<file path="config.mk">
export PLATFORM = sky130hd
export DESIGN_NAME = regfile_wb_arbiter
export DESIGN_NICKNAME = d
export VERILOG_FILES = /design/src/rtl/regfile_pkg.sv /design/src/rtl/regfile_wb_arbiter_sat_counter.sv /design/src/rtl/regfile_wb_arbiter.sv
export SDC_FILE = /design/constraint.sdc
export NUM_CORES = 1
export LEC_CHECK = 0
export BUFFER_PORTS_ARGS = -buffer_cell sky130_fd_sc_hd__buf_2
export CAP_MARGIN = 0
export CORE_AREA = 2 2 215 217
export DETAILED_ROUTE_END_ITERATION = 12
export DIE_AREA = 0 0 217 219
export PLACE_DENSITY = 0.38
export SYNTH_ARGS = -nofsm -noshare
export SYNTH_HDL_FRONTEND = slang
export SYNTH_HIERARCHICAL = 1
export SYNTH_SLANG_ARGS = --single-unit
</file>
<file path="constraint.sdc">
create_clock -name clk -period 4.1 [get_ports clk]
set_input_delay 0.205 -clock clk [delete_from_list [all_inputs] [get_ports clk]]
set_output_delay 0.205 -clock clk [all_outputs]
set_load 0.02 [all_outputs]
</file>
<file path="src/rtl/regfile_pkg.sv">
// Shared constants and types for the regfile writeback path.
package regfile_pkg;

  localparam int BANK_WIDTH = 5;
  localparam int WIDTH      = 64;

  localparam logic [BANK_WIDTH-1:0] REG_ZERO = '0;

  typedef struct packed {
    logic                  valid;
    logic [BANK_WIDTH-1:0] addr;
    logic [WIDTH-1:0]      data;
  } wb_req_t;

endpackage

</file>
<file path="src/rtl/regfile_wb_arbiter_sat_counter.sv">
// Saturating up-counter with synchronous active-low reset.
module sat_counter #(
  parameter int CNT_WIDTH = 32
) (
  input  logic                 clk,
  input  logic                 rst_n,
  input  logic                 inc,
  output logic [CNT_WIDTH-1:0] count
);

  logic [CNT_WIDTH-1:0] count_q;
  logic [CNT_WIDTH-1:0] count_d;

  always_comb begin
    count_d = count_q;
    if (inc && (count_q != '1)) begin
      count_d = count_q + 1'b1;
    end
  end

  always_ff @(posedge clk) begin
    if (!rst_n) begin
      count_q <= '0;
    end else begin
      count_q <= count_d;
    end
  end

  assign count = count_q;

endmodule

</file>
<file path="src/rtl/regfile_wb_arbiter.sv">
// Round-robin arbiter sharing the regfile write port between ALU and load
// writeback, with read-port forwarding from the in-flight write.
module regfile_wb_arbiter
  import regfile_pkg::REG_ZERO;
#(
  parameter int BANK_WIDTH = 5,
  parameter int WIDTH      = 64,
  parameter int CNT_WIDTH  = 32
) (
  input  logic                  clk,
  input  logic                  rst_n,
  input  logic                  req0_valid,
  input  logic [BANK_WIDTH-1:0] req0_addr,
  input  logic [WIDTH-1:0]      req0_data,
  output logic                  req0_ready,
  input  logic                  req1_valid,
  input  logic [BANK_WIDTH-1:0] req1_addr,
  input  logic [WIDTH-1:0]      req1_data,
  output logic                  req1_ready,
  output logic [BANK_WIDTH-1:0] wa3,
  output logic [WIDTH-1:0]      wd3,
  output logic                  we3,
  input  logic [BANK_WIDTH-1:0] ra1,
  input  logic [BANK_WIDTH-1:0] ra2,
  input  logic [WIDTH-1:0]      rd1_regfile,
  input  logic [WIDTH-1:0]      rd2_regfile,
  output logic [WIDTH-1:0]      rd1,
  output logic [WIDTH-1:0]      rd2,
  output logic                  hazard1,
  output logic                  hazard2,
  output logic [CNT_WIDTH-1:0]  stall_cnt0,
  output logic [CNT_WIDTH-1:0]  stall_cnt1
);

  localparam logic [BANK_WIDTH-1:0] ZERO_ADDR = BANK_WIDTH'(REG_ZERO);

  logic                  prio_q, prio_d;
  logic                  we3_q, we3_d;
  logic [BANK_WIDTH-1:0] wa3_q, wa3_d;
  logic [WIDTH-1:0]      wd3_q, wd3_d;

  logic                  grant0, grant1, xfer;
  logic [BANK_WIDTH-1:0] sel_addr;
  logic [WIDTH-1:0]      sel_data;

  // prio=1 means req1 wins a tie; the output stage never back-pressures.
  assign grant0 = rst_n && req0_valid && (!req1_valid || !prio_q);
  assign grant1 = rst_n && req1_valid && (!req0_valid ||  prio_q);
  assign xfer   = grant0 || grant1;

  assign req0_ready = grant0;
  assign req1_ready = grant1;

  assign sel_addr = grant1 ? req1_addr : req0_addr;
  assign sel_data = grant1 ? req1_data : req0_data;

  always_comb begin
    prio_d = prio_q;
    we3_d  = 1'b0;
    wa3_d  = wa3_q;
    wd3_d  = wd3_q;
    if (xfer) begin
      prio_d = grant0;
      we3_d  = (sel_addr != ZERO_ADDR);
      wa3_d  = sel_addr;
      wd3_d  = sel_data;
    end
  end

  always_ff @(posedge clk) begin
    if (!rst_n) begin
      prio_q <= 1'b0;
      we3_q  <= 1'b0;
      wa3_q  <= '0;
      wd3_q  <= '0;
    end else begin
      prio_q <= prio_d;
      we3_q  <= we3_d;
      wa3_q  <= wa3_d;
      wd3_q  <= wd3_d;
    end
  end

  assign we3 = we3_q;
  assign wa3 = wa3_q;
  assign wd3 = wd3_q;

  assign hazard1 = we3_q && (wa3_q == ra1) && (ra1 != ZERO_ADDR);
  assign hazard2 = we3_q && (wa3_q == ra2) && (ra2 != ZERO_ADDR);
  assign rd1     = hazard1 ? wd3_q : rd1_regfile;
  assign rd2     = hazard2 ? wd3_q : rd2_regfile;

  sat_counter #(.CNT_WIDTH(CNT_WIDTH)) u_stall0 (
    .clk   (clk),
    .rst_n (rst_n),
    .inc   (req0_valid && !req0_ready),
    .count (stall_cnt0)
  );

  sat_counter #(.CNT_WIDTH(CNT_WIDTH)) u_stall1 (
    .clk   (clk),
    .rst_n (rst_n),
    .inc   (req1_valid && !req1_ready),
    .count (stall_cnt1)
  );

endmodule
</file>
After elaboration in Yosys (flattened, before gate mapping). Index checks and enable logic that the tools add are counted.

Add/subtract/negate cells: 2. Eq/ne operators: 4. Multiplexer cells: 4. Reductions and logical operators: 24.

Operator list (number): 64-bit two-way mux (3); 32-bit by 1-bit adder with 32-bit output, second input constant (2); 32-bit inequality test, second input constant (2); 5-bit nonzero test (3); 1-bit logical AND (12); 5-bit equality test (2); 1-bit logical NOT (5); 5-bit two-way mux (1); 1-bit logical OR (3); 2-bit AND reduction (1).

Register bits: 135. Input port bits: 280. Output and inout port bits: 266. Word-level logic and storage cells: 40.

Depth between registers and ports, before layout. Gate-level depths: netlist of run 1.

Depth in word-level cells: 6. Depth in mapped cells: 11.

Cells and area by module. Netlist of run 1, hierarchy kept.

Modules (own cells, without submodules): regfile_wb_arbiter (instances 1, cells an instance 487, area each 5188.7 um^2); sat_counter (instances 2, cells an instance 200, area each 1704.1 um^2).

Worst setup path before layout of run 1. No wires, ideal clock.

Path kind: reg-to-reg. Start: reg prio_q. End: reg u_stall1.count_q[31] (netlist: u_stall1/count[31]). Library setup time: 70 ps. Data arrival time: 2834 ps. Path slack: 1196 ps. Stages on the path, launching flop included: 11. Buffers on the path: 2. Period minus slack after synthesis: 2904 ps. Cells stage by stage: dfxtp_1 nand2b_1 and3_1 buf_2 buf_2 nor2b_1 nand4_1 or4_4 or3_1 or4_1 a21oi_1.

Longest elaborated chain between the ends: 5.

RTL lines: start, declared (RTL line regfile_wb_arbiter.sv:37) `logic prio_q, prio_d;`; start signal, assigned (RTL line regfile_wb_arbiter.sv:77) `prio_q <= prio_d;`; 1-bit logical OR (RTL line regfile_wb_arbiter.sv:48) `assign grant1 = rst_n && req1_valid && (!req0_valid || prio_q);`; 1-bit logical AND (RTL line regfile_wb_arbiter.sv:48); via req1_ready (RTL line regfile_wb_arbiter.sv:19) `output logic req1_ready,`; 1-bit logical NOT (RTL line regfile_wb_arbiter.sv:103) `.inc (req1_valid && !req1_ready),`; 1-bit logical AND (RTL line regfile_wb_arbiter.sv:103); 1-bit logical AND (RTL line regfile_wb_arbiter_sat_counter.sv:16) `if (inc && (count_q != '1)) begin`; end signal, assigned (RTL line regfile_wb_arbiter_sat_counter.sv:25) `count_q <= count_d;`; end, declared (RTL line regfile_wb_arbiter_sat_counter.sv:11) `logic [CNT_WIDTH-1:0] count_q;`.

The timed path passes the listed nets, and every way through them passes these cells. A chain may end at the register's enable or synchronous reset.

Worst setup path in the final report of run 1.
Start: reg prio_q. End: reg u_stall1.count_q[31] (netlist: u_stall1/count[31]).

Longest elaborated chain between the ends: 5.

RTL lines (RTL line): 1-bit logical OR (regfile_wb_arbiter.sv:48); 1-bit logical AND (regfile_wb_arbiter.sv:48); 1-bit logical NOT (regfile_wb_arbiter.sv:103); 1-bit logical AND (regfile_wb_arbiter.sv:103); 1-bit logical AND (regfile_wb_arbiter_sat_counter.sv:16).

Every way passes these cells.

==> impl_metrics.py, run 1 <==
metrics = {
    "sta": {
        "min_period_ns": 3.07,
        "finalCritPeriodShare": 0.748,
        "worst_clock_skew_ns": 0.0112,
        "tightestPinTransition_ns": 0.912,
        "rsz0062_at_grt": "false",
        "final-setup-viol-count": 0,
        "max-slew-margin-rel": 0.392,
        "fin_setup_tns_ns": 0,
        "hold_violations": 0,
        "final_max_slew_viol_count": 0,
        "max_clock_freq_mhz": 326,
    },
    "detailed_routing": {
        "initialDrtViolationCount": 376,
        "wl_per_cell_um": 20.9,
        "wirelength_mm": 42.1,
        "dr_total_vias": 9013,
        "drt_pass1_iterations": 5,
        "antenna_left": 0,
        "vias_per_cell": 4.48,
        "drc_errors": 0,
    },
    "worst_hold_path": {
        "holdCritPathClass": "primary input to flip-flop",
        "whs_endpoint": "we3",
        "min_delay_path_depth": 2,
        "hp-start": "req0_addr[1]",
    },
    "critical_path": {
        "cp_num_buf_inv": 1,
        "critical_path_class": "flip-flop to flip-flop",
        "required_ns": 4.45,
        "r2r_cells": 9,
        "worstPathMaxFanout": 12,
        "arrival_ns": 3.42,
        "cp-end-kind": "flip-flop",
        "cpLargestDelayFamily": "simple AND/OR/NAND/NOR gates",
        "cpPeakStageDelay_ns": 0.50,
        "startpoint_type": "flip-flop",
        "slowest_stage": "or4_4",
        "r2r-start": "prio_q",
        "timing.rr.end": "u_stall1/count[31]",
        "path_cells": "nand2b_1, and3_4, nor2b_1, nand4_1, buf_4, or4_4, or3_1, or4_1, a21oi_1",
        "r2r_slack_ns": 1.03,
    },
    "pwr": {
        "p_sw_mw": 1.21,
        "power_density_mw_per_mm2": 306,
        "clkPwrFrac": 0.399,
        "pwr-share-comb": 0.218,
        "peakVddDrop_mv": 0.229,
        "intPower_mw": 2.61,
        "power.total_mw": 3.82,
        "p_leak_nw": 5.49,
        "seq_power_share": 0.383,
        "switching_share": 0.316,
    },
    "status": {
        "status": "finished, final reports clean",
    },
    "synthesis": {
        "async_flop_share": 0,
        "yosys_register_bits": 135,
        "synth-edff-count": 0,
        "synth_fp_nets": 1169,
        "netlist_area_mm2": 0.00860,
        "syn-mean-instance-area_um2": 9.69,
        "synthCells": 887,
        "synth_cell_types": 45,
        "synth_ff_type": "dfxtp_1",
        "ys_seq_area_frac": 0.314,
        "yosysWarningCount": 6,
    },
    "finish": {
        "final_cell_mix": "buf_2, dfxtp_1, mux2_4",
        "syn2layout_area_growth_pct": 45.0,
        "n_antenna_cell": 0,
        "drive_gt1_frac": 0.524,
        "nets": 1681,
        "final_common_cell": "buf_2",
    },
    "global_route": {
        "antenna_found_initial": 4,
        "grt_pass1_vias": 8727,
        "gr-total-overflow": 0,
        "grt_util_all_layers": 0.168,
        "grt_max_degree": 106,
        "grt_pass1_wl_mm": 58.8,
    },
    "cts": {
        "holdBufCountCts": 0,
        "clock_latency_ns": 0.44,
        "cts_buffer_depth": 2,
        "clkTransAtPathRegs_ns": 0.06,
        "cts_tree": "done",
        "cts_made_buffers": 17,
        "cts_setup_buffers": 0,
        "cts_max_level": 4,
        "cts-root-buf": "clkbuf_16",
        "cts.sinks": 135,
        "post_cts_resized": 0,
    },
    "floorplan": {
        "start_util": 0.191,
        "die_area_mm2": 0.0475,
        "io_pins": 546,
        "core_area_mm2": 0.0451,
        "die_y_um": 219,
        "die_x_um": 217,
        "rows": 78,
    },
    "placement": {
        "gp_congestion": 0.834,
        "io_buffers": 545,
        "hpwl_mm": 34.0,
    },
    "job": {
        "maxCapViolCount": 0,
    },
}
[final cells by class]
type,count,area (um^2)
tap,600,751
multi-input combinational,677,5550
timing repair buffer,561,2870
fill,4955,32600
sequential,135,2700
clock buffer,20,467
clock inverter,11,100
inverter,7,26.3
[cells by family (layout without fill, tap and decap cells)]
logic type | count (synthesis) | after routing | synth area share
AND/OR/NAND/NOR | 284 | 284 | 0.176
multiplexers | 211 | 211 | 0.307
AO/OA/AOI/OAI | 162 | 162 | 0.136
flip-flops | 135 | 135 | 0.314
buffers and inverters | 75 | 599 | 0.0458
XOR/XNOR | 18 | 18 | 0.0183
adder cells (fa/ha/maj) | 2 | 2 | 0.00291
[metrics by stage]
stage | instance area (um^2) | std cells | setup slack (ns) | hold slack, ns | util
6_report | 12500 | 2011 | 1.03 | 0.0536 | 0.277
3_3_place_gp | 11900 | 1980 | 1.07 | 0.467 | 0.264
3_5_place_dp | 11900 | 1980 | 1.01 | 0.481 | 0.264
5_1_grt | 12500 | 2011 | 0.894 | 0.0327 | 0.277
2_1_floorplan | 8600 | 887 | 1.20 | 0.369 | -
4_1_cts | 12500 | 2011 | 0.989 | 0.0215 | 0.277
[synthesized netlist by cell type, drive strengths merged, types with 4 or more instances]
library cell    n  area [um^2]
a211oi         73          548
a21oi          31          155
and2            4         25.0
and3            8         50.1
and4           12          105
buf            26          210
clkbuf         42          158
dfxtp         135         2700
inv             7         26.3
mux2          128         1810
mux2i          83          831
nand2          39          146
nand2b         20          125
nand3          31          175
nand4          18          113
nor2           92          345
nor3            7         35.0
nor4           12         75.1
o211ai          4         30.0
o21ai           6         30.0
o311ai          4         35.0
o31ai          22          165
o41ai           8         85.1
or3            12         85.1
or4            28          225
xnor2          16          140
[worst max-delay path by stage]
| stage | from | to | slack (ns) | cells past startpoint |
|---|---|---|---|---|
| 2_1_floorplan | prio_q | u_stall1/count[31] | 1.20 | 10 |
| 3_3_place_gp | prio_q | u_stall1/count[31] | 1.07 | 9 |
| 3_5_place_dp | prio_q | u_stall1/count[31] | 1.01 | 9 |
| 4_1_cts | prio_q | u_stall1/count[31] | 0.99 | 9 |
| 5_1_grt | prio_q | u_stall1/count[31] | 0.89 | 9 |
| 6_report | prio_q | u_stall1/count[31] | 1.03 | 9 |
[flip-flops by register name, indices dropped and copies added (netlist names)]
register / flops
u_stall1/count: 32
wd3: 64
we3: 1
prio_q: 1
wa3: 5
u_stall0/count: 32
[metal layers]
metal,global-route usage,routed length [um]
met5,0,22
met4,0.0653,1280
met3,0.0632,3580
met2,0.275,19900
met1,0.198,17300
[power groups by stage]
stage | Sequential [mW] | Combinational (mW) | Clock [mW]
2_1_floorplan | 1.52 | 0.404 | 0
5_1_grt | 1.47 | 0.897 | 1.64
6_report | 1.46 | 0.831 | 1.52
4_1_cts | 1.47 | 0.844 | 1.59
3_3_place_gp | 1.49 | 0.838 | 0
3_5_place_dp | 1.49 | 0.842 | 0
(Power assumes the default switching activity.)
==> inputs of run 2 (changes only) <==
clock period = 3 ns   (was 4.1 ns; I/O delays follow)
==> run 2 against run 1 <==
  * Critical path depth did not move
  * Critical path type unchanged
  * Largest cell class unchanged
  * Via count is 1.1% higher
  * Clock power up 49%
  * Clock skew up 0.0029 ns
  * Fmax grew 11%
  * Register-to-register slack worse by 0.80 ns
  * Highest routed layer is now met4
  * Sequential share of layout area decreased by 0.36 points
  * Non-clock buffer count up 16
  * Core utilization rose by 0.47 points
  * Worst setup slack worse by 0.80 ns
==> impl_metrics.py, run 2 (synthesis results as in run 1) <==
metrics = {
    "cts": {
        "clock_latency_ns": 0.45,
        "clkTransAtPathRegs_ns": 0.07,
        "cts_max_level": 4,
        "cts.sinks": 135,
        "cts-root-buf": "clkbuf_16",
        "cts_buffer_depth": 2,
        "cts_tree": "done",
        "cts_made_buffers": 17,
    },
    "floorplan": {
        "core_area_mm2": 0.0451,
        "io_pins": 546,
        "rows": 78,
        "start_util": 0.191,
        "die_x_um": 217,
        "die_y_um": 219,
        "die_area_mm2": 0.0475,
    },
    "detailed_routing": {
        "top_layer": "met4",
        "wirelength_mm": 42.1,
        "wl_met2_mm": 20.3,
        "wl_per_cell_um": 20.7,
        "antenna_left": 0,
        "drt_pass1_iterations": 5,
        "wl_met1_mm": 17.0,
        "met3_length_mm": 3.65,
        "drc_errors": 0,
        "vias_per_cell": 4.50,
        "initialDrtViolationCount": 444,
        "dr_total_vias": 9116,
    },
    "sta": {
        "final_max_slew_viol_count": 0,
        "max-slew-margin-rel": 0.386,
        "min_period_ns": 2.77,
        "hold_violations": 0,
        "tightestPinTransition_ns": 0.921,
        "fin_setup_tns_ns": 0,
        "max_clock_freq_mhz": 362,
        "final-setup-viol-count": 0,
        "rsz0062_at_grt": "false",
        "finalCritPeriodShare": 0.922,
        "worst_clock_skew_ns": 0.0141,
    },
    "critical_path": {
        "arrival_ns": 3.15,
        "slowest_stage": "or4_4",
        "worstPathMaxFanout": 5,
        "crit_start": "prio_q",
        "cpLargestDelayFamily": "simple AND/OR/NAND/NOR gates",
        "r2r-start": "prio_q",
        "cp_num_buf_inv": 1,
        "path_cells": "nand2b_1, and3_4, nor2b_1, buf_4, nand4_1, or4_4, or3_1, or4_1, a21oi_1",
        "required_ns": 3.38,
        "startpoint_type": "flip-flop",
        "cp-end-kind": "flip-flop",
        "critical_path_class": "flip-flop to flip-flop",
        "cpPeakStageDelay_ns": 0.54,
    },
    "pwr": {
        "power_density_mw_per_mm2": 428,
        "p_sw_mw": 1.71,
        "pwr-share-comb": 0.213,
        "seq_power_share": 0.368,
        "intPower_mw": 3.71,
        "p_leak_nw": 5.60,
        "clkPwrFrac": 0.419,
        "switching_share": 0.316,
        "power.total_mw": 5.42,
        "peakVddDrop_mv": 0.348,
    },
    "finish": {
        "final_cells": 2028,
        "n_antenna_cell": 0,
        "final_common_cell": "buf_2",
        "drive_gt1_frac": 0.525,
        "largest_reg_flops": 64,
        "post-route-util": 0.281,
        "nets": 1697,
        "final_cell_mix": "buf_2, dfxtp_1, mux2_4",
        "syn2layout_area_growth_pct": 47.5,
    },
    "worst_hold_path": {
        "holdCritPathClass": "primary input to flip-flop",
        "hp-start": "req0_data[14]",
    },
    "placement": {
        "hpwl_mm": 34.1,
        "placedCellCount": 1990,
        "io_buffers": 545,
        "gp_congestion": 0.809,
    },
    "global_route": {
        "antenna_found_initial": 3,
        "grt_pass1_wl_mm": 58.4,
        "grt_max_degree": 73,
        "gr-total-overflow": 0,
        "grt_util_all_layers": 0.168,
        "grt_pass1_vias": 8626,
    },
    "job": {
        "maxCapViolCount": 0,
    },
    "status": {
        "status": "finished, final reports clean",
    },
}
[run 2: timing repair]
action,4_1_cts,5_1_grt
hold buffers,6,0
buffers inserted,0,0
resized for setup,0,0
hold endpoints to repair,4,0
[run 2: worst min-delay path: stages]
cell and delay (ns):
buf_2 0.09, mux2i_1 0.11, a211oi_1 0.08
[run 2: per-layer routing]
layer | track usage | vias to the layer above
met4 | 0.0646 | 0
met5 | 0 | -
met3 | 0.0620 | 35
li1 | - | 4421
met2 | 0.278 | 342
met1 | 0.196 | 4318
[run 2: metrics by stage]
stage	setup WS, ns	cell area (um^2)	hold slack (ns)
detailed placement	0.266	12000	0.445
finish	0.234	12700	0.0361
CTS	0.226	12700	0.00189
floorplan	0.0961	8600	0.314
global route	0.138	12700	0.0300
global placement	0.314	12000	0.451
[run 2: power groups by stage]
stage	registers (mW)	logic, mW	clock network [mW]
detailed placement	2.04	1.16	0
global placement	2.04	1.16	0
CTS	2.00	1.17	2.38
floorplan	2.08	0.552	0
finish	2.00	1.15	2.27
global route	2.01	1.24	2.45
[run 2: worst paths after layout]
check	to	slack (ns)	depth (start not counted)
setup / recovery	u_stall1/count[31]	0.23	9
hold / removal	wd3[14]	0.04	3
setup reg to reg	u_stall1/count[31]	0.23	9
hold reg to reg	u_stall0/count[27]	0.49	2
[run 2: final cells by class]
type | count | area (um^2)
fill | 4932 | 32400
sequential | 135 | 2700
tap | 600 | 751
clock inverter | 15 | 193
inverter | 7 | 26.3
multi-input combinational | 677 | 5550
timing repair buffer | 577 | 3030
clock buffer | 17 | 425
==> inputs of run 3 (changes only) <==
ABC_AREA = 1   (was default)
PLACE_DENSITY = 0.4   (was 0.38)
==> run 3 against run 2 <==
  * Critical path depth unchanged
  * Critical path type is now flip-flop to output port
  * Clock skew about the same
  * Largest cell class unchanged
  * Global-route usage increased by 3.0 points
  * Clock power decreased by 4%
  * Wire length increased by 18%
  * Critical endpoint is now rd1[48]
==> impl_metrics.py, run 3 <==
metrics = {
    "status": {
        "status": "finished, final reports clean",
    },
    "cts": {
        "cts-root-buf": "clkbuf_16",
        "cts_buffer_depth": 2,
        "cts_max_level": 4,
        "cts.sinks": 135,
        "cts_tree": "done",
        "clock_latency_ns": 0.46,
        "clkTransAtPathRegs_ns": 0.07,
        "cts_made_buffers": 17,
        "cts_setup_buffers": 0,
    },
    "global_route": {
        "grt_max_degree": 88,
        "grt_util_all_layers": 0.198,
        "gr-total-overflow": 0,
        "grt_pass1_vias": 11700,
        "antenna_found_initial": 7,
        "grt_pass1_wl_mm": 71.3,
    },
    "pwr": {
        "clkPwrFrac": 0.388,
        "peakVddDrop_mv": 0.390,
        "switching_share": 0.344,
        "pwr-share-comb": 0.253,
        "p_sw_mw": 1.94,
        "seq_power_share": 0.359,
        "power_density_mw_per_mm2": 411,
        "intPower_mw": 3.70,
        "p_leak_nw": 6.93,
    },
    "synthesis": {
        "yosys_register_bits": 135,
        "yosys.area.top_type": "dfxtp_1",
        "synth_ff_type": "dfxtp_1",
        "synth-edff-count": 0,
        "synth_top_cells_by_area": "dfxtp_1, nand2_1, nor2_1, o21ai_0, o21ai_1",
        "yosys.area.top_type_share": 0.290,
        "synth_common_cells": "nand2_1, nor2_1, dfxtp_1, o21ai_0, inv_1",
        "ys_seq_area_frac": 0.290,
        "syn-mean-instance-area_um2": 5.58,
        "synthCells": 1672,
        "synth_fp_nets": 1954,
        "synth_cell_types": 29,
        "yosys.cell_count.top_type": "nand2_1",
        "netlist_area_mm2": 0.00933,
        "async_flop_share": 0,
        "yosysWarningCount": 6,
    },
    "detailed_routing": {
        "initialDrtViolationCount": 652,
        "wl_per_cell_um": 17.4,
        "wirelength_mm": 49.6,
        "drc_errors": 0,
        "drt_pass1_iterations": 5,
        "antenna_left": 0,
        "dr_total_vias": 12800,
        "vias_per_cell": 4.49,
    },
    "sta": {
        "max_clock_freq_mhz": 377,
        "tightestPinTransition_ns": 0.999,
        "min_period_ns": 2.65,
        "final_max_slew_viol_count": 0,
        "worst_clock_skew_ns": 0.0140,
        "final-setup-viol-count": 0,
        "rsz0062_at_grt": "false",
        "finalCritPeriodShare": 0.884,
        "max-slew-margin-rel": 0.334,
        "hold_violations": 0,
        "fin_setup_tns_ns": 0,
        "fin_ws_ns": 0.348,
    },
    "floorplan": {
        "rows": 78,
        "start_util": 0.207,
        "die_area_mm2": 0.0475,
        "io_pins": 546,
        "die_x_um": 217,
        "die_y_um": 219,
        "core_area_mm2": 0.0451,
    },
    "placement": {
        "hpwl_mm": 37.3,
        "dp_slack_ns": 0.832,
        "place_area_mm2": 0.0124,
        "gp_congestion": 0.836,
        "placedCellCount": 2736,
        "io_buffers": 545,
    },
    "critical_path": {
        "r2r_slack_ns": 0.61,
        "worstPathMaxFanout": 64,
        "r2r-start": "prio_q",
        "arrival_ns": 2.50,
        "cp-end-kind": "output port",
        "startpoint_type": "flip-flop",
        "required_ns": 2.85,
        "timing.rr.end": "wd3[29]",
        "r2r_cells": 9,
        "critical_path_class": "flip-flop to output port",
    },
    "worst_hold_path": {
        "whs_endpoint": "wd3[41]",
        "holdCritPathClass": "primary input to flip-flop",
        "min_delay_path_depth": 5,
        "hp-start": "req0_data[41]",
    },
    "finish": {
        "final_cells": 2843,
        "final_common_cell": "nand2_1",
        "nets": 2511,
        "final_cell_mix": "nand2_1, buf_2, nor2_1",
        "syn2layout_area_growth_pct": 47.2,
        "largest_reg_flops": 64,
        "finalInstanceArea_mm2": 0.0137,
        "n_fill_cell": 5232,
        "drive_gt1_frac": 0.278,
    },
    "job": {
        "maxCapViolCount": 0,
    },
}
run 3: area by class of cell:
cell class | count | area (um^2) | share of cell area
tap | 600 | 751 | 0.0547
inverter | 88 | 330 | 0.0241
clock inverter | 11 | 123 | 0.00893
timing repair buffer | 634 | 3650 | 0.265
sequential | 135 | 2700 | 0.197
clock buffer | 21 | 470 | 0.0343
multi-input combinational | 1353 | 5710 | 0.416
antenna | 1 | 2.50 | 0.000182
run 3: worst max-delay path by stage:
stage | from | to
after floorplan | prio_q | u_stall1/count[17]
after global placement | wa3[1] | rd1[53]
after detailed placement | wa3[2] | rd1[53]
after CTS | wa3[2] | rd1[53]
after global routing | wa3[4] | rd1[48]
final | wa3[2] | rd1[48]
run 3: metal layers:
| metal | part of all wire | vias up | track usage |
|---|---|---|---|
| li1 | - | 6415 | - |
| met1 | 0.43 | 5878 | 0.241 |
| met2 | 0.49 | 408 | 0.347 |
| met3 | 0.057 | 58 | 0.0398 |
| met4 | 0.021 | 4 | 0.0639 |
| met5 | 0.00042 | - | 0 |
run 3: cell families after synthesis:
family	share of synthesized area
fa+ha+maj	0.00268
compound gates	0.139
buf+inv	0.100
simple gates	0.469
flops	0.290
run 3: critical path, stage by stage (launching register included):
cell and delay (ns):
dfxtp_1 0.39, inv_1 0.10, nand2_1 0.05, o21ai_1 0.07
nor2_1 0.06, nand2_2 0.09, buf_4 0.59, o21ai_0 0.36
nand2_1 0.12, buf_2 0.17
run 3: power by group through the flow:
| stage | combinational, mW | sequential [mW] | clock, mW |
|---|---|---|---|
| floorplan | 0.659 | 2.12 | 0 |
| global placement | 1.34 | 2.06 | 0 |
| detailed placement | 1.34 | 2.06 | 0 |
| CTS | 1.45 | 2.02 | 2.25 |
| global route | 1.56 | 2.04 | 2.31 |
| finish | 1.43 | 2.02 | 2.19 |
run 3: timing repair:
item                                   CTS  global route
gates resized for setup                  0             0
endpoints found under the hold margin   47             0
hold buffers                            74             0
run 3: metrics by stage:
stage	utilization	hold slack [ns]	power, mW
final	0.305	0.0277	5.64
after global routing	0.305	0.0300	5.90
after detailed placement	0.275	0.398	3.41
after global placement	0.275	0.394	3.40
after floorplan	-	0.260	2.77
after CTS	0.305	0.000163	5.72
